**src/rtl/clockster_gen.sv**
```systemverilog
// clockster_gen: master-clock enable generator with turbo CPU strobe, slot-aligned hold and an NCO.
module clockster_gen #(
  parameter int CNT_WIDTH = 6,
  parameter int INIT_DELAY = 3,
  parameter int PHACC_WIDTH = 32,
  parameter logic [PHACC_WIDTH-1:0] PHACC_DELTA = 253896634
) (
  input  logic                   clk,
  input  logic                   reset,
  input  logic                   turbo,
  input  logic                   hold_req,
  output logic                   hold_ack,
  input  logic                   delta_wr,
  input  logic [PHACC_WIDTH-1:0] delta_in,
  output logic                   ce12,
  output logic                   ce6,
  output logic                   ce3,
  output logic                   ce3v,
  output logic                   video_slice,
  output logic                   pipe_ab,
  output logic                   ce1m5,
  output logic                   ce_nco,
  output logic                   nco_msb,
  output logic                   ready
);
  localparam int IW = INIT_DELAY > 1 ? $clog2(INIT_DELAY) : 1;
  localparam logic [IW-1:0] INIT_LAST = IW'(INIT_DELAY - 1);
  typedef enum logic [1:0] {INIT, RUN, HOLD} state_t;
  state_t state, state_n;
  logic [IW-1:0] init_cnt;
  logic [CNT_WIDTH-1:0] ctr;
  logic [PHACC_WIDTH-1:0] acc, delta;
  logic turbo_mode;
  logic boundary;
  assign boundary = &ctr[2:0];
  assign nco_msb = acc[PHACC_WIDTH-1];
  // mode changes only at slot boundaries so CPU strobes never bunch up
  always_comb begin
    state_n = state;
    state_n = state == INIT ? (init_cnt == INIT_LAST ? RUN : INIT)
            : !boundary ? state
            : hold_req ? HOLD : RUN;
  end
  always_ff @(posedge clk)
    state <= reset ? INIT : state_n;
  always_ff @(posedge clk)
    if (reset) begin
      init_cnt <= '0;
      ctr <= '0;
      acc <= '0;
      delta <= PHACC_DELTA;
      turbo_mode <= 1'b0;
      hold_ack <= 1'b0;
      ready <= 1'b0;
      {ce12, ce6, ce3, ce3v, video_slice, pipe_ab, ce1m5, ce_nco} <= '0;
    end else begin
      if (delta_wr) delta <= delta_in;
      hold_ack <= state_n == HOLD;
      ready <= state_n != INIT;
      if (state == INIT) begin
        init_cnt <= init_cnt + IW'(1);
      end else begin
        ctr <= ctr + CNT_WIDTH'(1);
        if (boundary) turbo_mode <= turbo;
        {ce_nco, acc} <= {1'b0, acc} + {1'b0, delta};
        ce12 <= ctr[0];
        ce6 <= ctr[1] && ctr[0];
        ce3v <= ctr[2] && ctr[1] && !ctr[0];
        video_slice <= !ctr[2];
        pipe_ab <= ctr[CNT_WIDTH-1];
        ce3 <= state == RUN && (turbo_mode ? !ctr[1] && ctr[0] : ctr[2] && !ctr[1] && ctr[0]);
        ce1m5 <= state == RUN && ctr[3] && ctr[2] && !ctr[1] && ctr[0];
      end
    end
endmodule

```
**config.mk**
```make
export PLATFORM = sky130hd
export DESIGN_NAME = clockster_gen
export DESIGN_NICKNAME = d
export VERILOG_FILES = /design/src/rtl/clockster_gen.sv
export SDC_FILE = /design/constraint.sdc
export NUM_CORES = 1
export LEC_CHECK = 0
export CAP_MARGIN = 10
export CORE_MARGIN = 5
export CORE_UTILIZATION = 40
export DETAILED_ROUTE_END_ITERATION = 8
export MAX_ROUTING_LAYER = met4
export PLACE_DENSITY = 0.65
export SYNTH_ARGS = -nofsm -noshare
export SYNTH_HDL_FRONTEND = slang
export SYNTH_SLANG_ARGS = --single-unit
```
**constraint.sdc**
```tcl
create_clock -name clk -period 4.8 [get_ports clk]
set_input_delay 1.2 -clock clk [delete_from_list [all_inputs] [get_ports clk]]
set_output_delay 1.2 -clock clk [all_outputs]
set_load 0.005 [all_outputs]
```
==> flow_summary_export.csv, run 1 <==
group,metric,value,unit
power_and_ir_drop,p_sw_share,31.6,%
run,cap_viol_max_count,0,
power_and_ir_drop,power.share.sequential,35.5,%
power_and_ir_drop,p_int,1.65,mW
clock_network,hold_buffers,0,
clock_network,post_cts_buffers,0,
clock_network,ctsRootBufferMaster,"clkbuf_16",
global_route,grt_usage,15.4,%
floorplan,die_height,116,um
clock_network,cts_made_buffers,9,
clock_network,path_clk_slew,0.06,ns
global_route,busiest_layer,"met2",
setup_path,crit_type,"flop to flop",
clock_network,cts_resized,0,
routing,drc_errors,0,
sta,setup_viol,0,
synthesis,syn-num-nets,606,
synthesis,synth_seq_cells,85,
setup_path,critPathArrivalTime,3.02,ns
floorplan,rows,38,
floorplan,floorplan.initialDensity,41.3,%
synthesis,syn_avg_cell_area,8.50,um^2
sta,clock_skew,0.00590,ns
power_and_ir_drop,pwr-share-clk,33.4,%
finish,synthToLayoutAreaGrowth,20.0,%
global_route,antenna_found_initial,0,
routing,ant_nets,0,
global_route,met2_usage,24.7,%
floorplan,coreArea,11000,um^2
floorplan,die_w,116,um
power_and_ir_drop,pwr-share-comb,31.1,%
global_route,grtUsageMet3,3.68,%
sta,period_needed,2.83,ns
synthesis,synth_warnings,0,
sta,worstMarginPinSlew,0.998,ns
setup_path,start_kind,"flop",
place,hpwlAfterDp,6780,um
clock_network,clockBufferDepth,2,
place,port_buffers,47,
synthesis,syn_inst,533,
power_and_ir_drop,ir_drop,248,uV
finish,finalNetCount,641,
finish,drive_above_1_share,5.41,%
synthesis,synth_area,4530,um^2
routing,routed_wl,9640,um
setup_path,cp_max_fo,5,
sta,rsz0062_at_grt,"false",
sta,max_freq,353,MHz
place,dp_cells,697,
global_route,overflow,0,
power_and_ir_drop,leakage,2.21,nW
global_route,grt_first_pass_wirelength,16500,um
sta,fin_crit_sh,59.0,%
setup_path,cp.required,4.98,ns
routing,viasPerCell,5.29,
setup_path,cp-end-kind,"flop",
sta,hold_viol,0,
sta,slew_viol_final,0,
floorplan,boundaryPins,48,
routing,routedWlPerCell,13.5,um
finish,final-instance-count-excl-fill,713,
finish,num_antenna_cells,0,
routing,vias,3771,
sta,timing.slew.headroom,33.5,%
synthesis,synthArstFlopShare,0,%
clock_network,numClockSinks,85,
sta,fin_setup_tns,0,ns
place,gp_congestion,0.880,
synthesis,yosys.cell_types.count,54,
worst_hold_path,min_path_type,"flop to flop",
global_route,use_met1,19.4,%
global_route,grt_pass1_vias,3659,
routing,dr.pass1.iters,4,
sta,hold-worst-slack,0.451,ns
clock_network,cts_tree,"built",
routing,initialDrtViolationCount,219,
synthesis,seq_area_frac_synth,37.5,%
synthesis,synth_flop_cell,"dfxtp_1",
global_route,grt_max_degree,56,
outcome,outcome,"complete, no violations",
power_and_ir_drop,p_per_area,444,nW/um^2
synthesis,synth_edf_count,0,
floorplan,dieArea,13600,um^2
clock_network,htreeDepth,3,
power_and_ir_drop,power.net_switching,764,uW
clock_network,clkLatencyLatePin,0.34,ns
place,placed_area,5090,um^2
finish,stdcell_area,5440,um^2
-- metal layers --
layer  part of all wire (%)  wire length, um
met5                      0                0
met4                    1.5              140
met3                    4.6              446
met2                     46             4410
met1                     48             4650
-- state kept, by name (all words and copies together) (netlist names), 2 cells and up --
register and flops:
init_cnt 2, state 2, acc 32, delta 32, ctr 6
-- cell usage after synthesis, types with 6 or more instances --
cell | count | area (um^2)
nor3_1 | 6 | 30.0
xor2_1 | 10 | 87.6
a21oi_1 | 65 | 325
o21ai_0 | 17 | 85.1
xnor2_1 | 20 | 175
mux2i_1 | 19 | 190
nand3_1 | 8 | 40.0
a21o_1 | 8 | 60.1
clkbuf_1 | 17 | 63.8
a211o_1 | 17 | 149
a211oi_1 | 6 | 45.0
inv_1 | 6 | 22.5
dfxtp_1 | 85 | 1700
ha_1 | 35 | 438
nor2b_1 | 22 | 138
nand2_1 | 68 | 255
buf_1 | 6 | 22.5
nor2_1 | 57 | 214
-- cell families (layout without fill, tap and decap cells) --
group / after synthesis / count (layout) / share of synthesized area (%)
multiplexers: 19 / 19 / 4.20
flip-flops: 85 / 85 / 37.5
XOR/XNOR: 30 / 30 / 5.80
AO/OA/AOI/OAI: 147 / 147 / 21.1
buffers and inverters: 31 / 71 / 2.62
adder cells (fa/ha/maj): 36 / 36 / 10.1
AND/OR/NAND/NOR: 185 / 185 / 18.7
-- worst max-delay path, stage by stage (launching register included) --
cell and delay, ns:
dfxtp_1 0.31, ha_1 0.24, fa_1 0.41, a21oi_1 0.20, o21ai_1 0.14, o211ai_2 0.24, a21boi_4 0.11, a311oi_1 0.40
o31a_1 0.28, o21ai_2 0.07, xnor2_1 0.19, a211oi_2 0.09
-- through the flow --
| step | total power, mW | worst slack, ns | utilization (%) |
|---|---|---|---|
| final | 2.41 | 1.97 | 49.5 |
| after global routing | 2.58 | 1.73 | 49.5 |
| after CTS | 2.44 | 1.97 | 49.5 |
| after detailed placement | 1.62 | 1.98 | 46.3 |
| after global placement | 1.60 | 2.06 | 46.3 |
| after floorplan | 1.44 | 2.27 | - |
-- cell type report --
class / count / area (um^2)
Timing Repair Buffer: 49 / 475
Multi-Input combinational cell: 417 / 2720
Tap cell: 140 / 175
Inverter: 6 / 22.5
Clock inverter: 5 / 108
Fill cell: 1033 / 5540
Sequential cell: 85 / 1700
Clock buffer: 11 / 243
-- cells in the final DEF (no fill, tap or decap), drive strengths merged, types with 2 or more instances in the layout --
cell / count
a22o: 3
nand2: 69
and3: 3
or2: 2
xnor2: 20
a21boi: 4
ha: 35
o31ai: 2
and2: 2
clkdlybuf4s50: 45
clkinv: 2
o21ai: 21
a311oi: 3
mux2i: 19
bufinv: 3
nor2: 57
nand3b: 3
inv: 6
nor2b: 22
dfxtp: 85
nand4: 3
a211oi: 8
clkbuf: 11
a21o: 8
xor2: 10
a21oi: 67
buf: 4
nand3: 8
o211ai: 4
nor4: 2
nor3: 7
a211o: 17
o21a: 3
-- path summary, 6_finish.rpt --
path                   to  cells past startpoint   start  slack (ns)
setup / recovery  acc[30]                     11  acc[0]        1.97
hold / removal        ce3                      2     ce3        0.45
hold reg to reg       ce3                      2     ce3        0.45
setup reg to reg  acc[30]                     11  acc[0]        1.97
-- power by group through the flow --
stage                     sequential, mW  clock, mW  combinational [mW]
final                              0.858      0.805               0.751
after global routing               0.869      0.851               0.855
after CTS                          0.859      0.824               0.754
after detailed placement           0.874          0               0.750
after global placement             0.869          0               0.733
after floorplan                    0.857          0               0.586
Power figures use the tool's default switching activity.
==> run 2: changes to the inputs <==
Clock period 4.8 ns to 2.75 ns, I/O delays scaled along.
==> run 2 against run 1 <==
Compared with the run above: power is 73% higher; sequential share of layout area is 0.49 points lower; sequential power is 75% higher; clock skew is 0.00069 ns higher; core utilization is 0.79 points higher; final cell count is 1.1% higher; non-clock buffer count is 8 higher; global-route usage is 0.18 points lower.
==> flow_summary_export.csv, run 2 (synthesis gave the netlist of run 1 again) <==
group,metric,value,unit
sta,worstMarginPinSlew,0.794,ns
setup_path,path_cells,"ha_1 > a21oi_1 > o21ai_1 > nor4_2 > a21oi_2 > a211oi_2 > o31ai_2 > a21oi_1 > nor2b_1 > o41ai_1",
worst_hold_path,worstHoldEndpoint,"ce12",
floorplan,dieArea,13600,um^2
global_route,grt_first_pass_wirelength,16500,um
setup_path,reg2reg_to,"acc[27]",
floorplan,boundaryPins,48,
finish,num_antenna_cells,0,
global_route,grt_pass1_vias,3660,
setup_path,cp-end-kind,"flop",
power_and_ir_drop,power.net_switching,1.38,mW
setup_path,crit_type,"flop to flop",
setup_path,critPathMaxStageDelay,0.36,ns
floorplan,rows,38,
finish,fillers,1027,
sta,slew_viol_final,0,
clock_network,clockBufferDepth,2,
finish,final_common_cell,"dfxtp_1",
setup_path,critPathArrivalTime,2.85,ns
setup_path,rrSetupSlack,0.13,ns
power_and_ir_drop,pwr-share-comb,32.6,%
sta,timing.slew.headroom,47.1,%
finish,synthToLayoutAreaGrowth,21.9,%
run,cap_viol_max_count,0,
setup_path,reg2regPathDepth,10,
finish,drive_above_1_share,8.26,%
clock_network,path_clk_slew,0.07,ns
power_and_ir_drop,pwr-share-clk,31.6,%
global_route,antenna_found_initial,0,
clock_network,htreeDepth,3,
worst_hold_path,hold_depth,2,
power_and_ir_drop,p_int,2.81,mW
worst_hold_path,min_path_type,"flop to flop",
finish,reg_top3,"acc (32), delta (32), ctr (6)",
setup_path,r2r-start,"delta[14]",
worst_hold_path,worstHoldStart,"ce12",
global_route,overflow,0,
clock_network,ctsRootBufferMaster,"clkbuf_16",
routing,initialDrtViolationCount,187,
routing,drc_errors,0,
global_route,grt_max_degree,46,
sta,max_freq,382,MHz
clock_network,cts_tree,"built",
finish,finalNetCount,649,
clock_network,clkLatencyLatePin,0.34,ns
outcome,outcome,"complete, no violations",
routing,viasPerCell,5.31,
power_and_ir_drop,p_sw_share,32.9,%
power_and_ir_drop,leakage,2.24,nW
setup_path,cp.required,2.98,ns
routing,vias,3828,
sta,clock_skew,0.00659,ns
sta,setup_viol,0,
setup_path,cp_max_fo,6,
floorplan,coreArea,11000,um^2
power_and_ir_drop,ir_drop,395,uV
place,hpwlAfterDp,7050,um
setup_path,cp_common_cell,"a21oi_1",
floorplan,die_height,116,um
floorplan,die_w,116,um
setup_path,cp_slowest_cell,"ha_1",
clock_network,numClockSinks,85,
place,port_buffers,47,
routing,ant_nets,0,
finish,utilization,50.3,%
routing,routedWlPerCell,13.6,um
sta,hold_viol,0,
sta,setup_ws,0.135,ns
power_and_ir_drop,power.share.sequential,35.7,%
clock_network,hold_buffers,0,
clock_network,cts_made_buffers,9,
power_and_ir_drop,p_per_area,757,nW/um^2
place,pre_cts_ws,0.0163,ns
routing,routed_wl,9780,um
routing,dr.pass1.iters,4,
global_route,grt_usage,15.2,%
floorplan,floorplan.initialDensity,41.3,%
finish,layout_common_cells,"dfxtp_1, nand2_1, a21oi_1, nor2_1, clkdlybuf4s50_1",
setup_path,start_kind,"flop",
sta,period_needed,2.62,ns
sta,fin_crit_sh,95.1,%
place,gp_congestion,0.889,
[run 2: cell type report]
| cell class | instances | area (um^2) | area share [%] |
|---|---|---|---|
| Tap cell | 140 | 175 | 3.17 |
| Timing Repair Buffer | 57 | 536 | 9.69 |
| Inverter | 6 | 22.5 | 0.408 |
| Clock buffer | 9 | 225 | 4.08 |
| Sequential cell | 85 | 1700 | 30.8 |
| Multi-Input combinational cell | 417 | 2760 | 50.0 |
| Clock inverter | 7 | 105 | 1.90 |
[run 2: worst max path at each step]
| stage | from | endpoint | slack [ns] | depth (start not counted) |
|---|---|---|---|---|
| after floorplan | acc[0] | acc[30] | 0.22 | 11 |
| after global placement | acc[0] | acc[30] | 0.08 | 11 |
| after detailed placement | acc[0] | acc[30] | 0.02 | 11 |
| after CTS | acc[0] | acc[30] | 0.06 | 11 |
| after global routing | delta[14] | acc[27] | -0.01 | 10 |
| final | delta[14] | acc[27] | 0.13 | 10 |
[run 2: layer usage]
metal,wire [um],GRT usage (%),vias to the layer above
li1,-,-,1971
met1,4710,20.0,1786
met2,4570,24.4,67
met3,436,3.21,4
met4,64,3.02,0
met5,0,-,-
[run 2: repair_timing]
action                                  in CTS  in global routing
gates resized for setup                      1                  9
endpoints found under the setup margin       1                 14
pin swaps                                    0                  6
setup buffers                                0                  1
[run 2: worst max-delay path: cells and delay by family, from the launching register on]
family	cells	cell delay (ns)
flops	1	0.33
simple gates	2	0.40
fa+ha+maj	1	0.36
compound gates	7	1.43
[run 2: power by group through the flow]
stage               registers [mW]  logic, mW  clock network [mW]
global route                  1.52       1.53                1.41
CTS                           1.50       1.34                1.35
global placement              1.52       1.30                   0
floorplan                     1.50       1.02                   0
detailed placement            1.52       1.33                   0
finish                        1.50       1.37                1.32
[run 2: metrics by stage]
step                setup TNS, ns  instance area [um^2]  hold slack, ns  total power, mW  instances
floorplan                       0                  4530           0.436             2.52        533
global placement                0                  5140           0.440             2.82        704
detailed placement              0                  5140           0.448             2.85        704
CTS                             0                  5480           0.457             4.19        720
global route              -0.0111                  5530           0.479             4.46        721
finish                          0                  5530           0.453             4.19        721
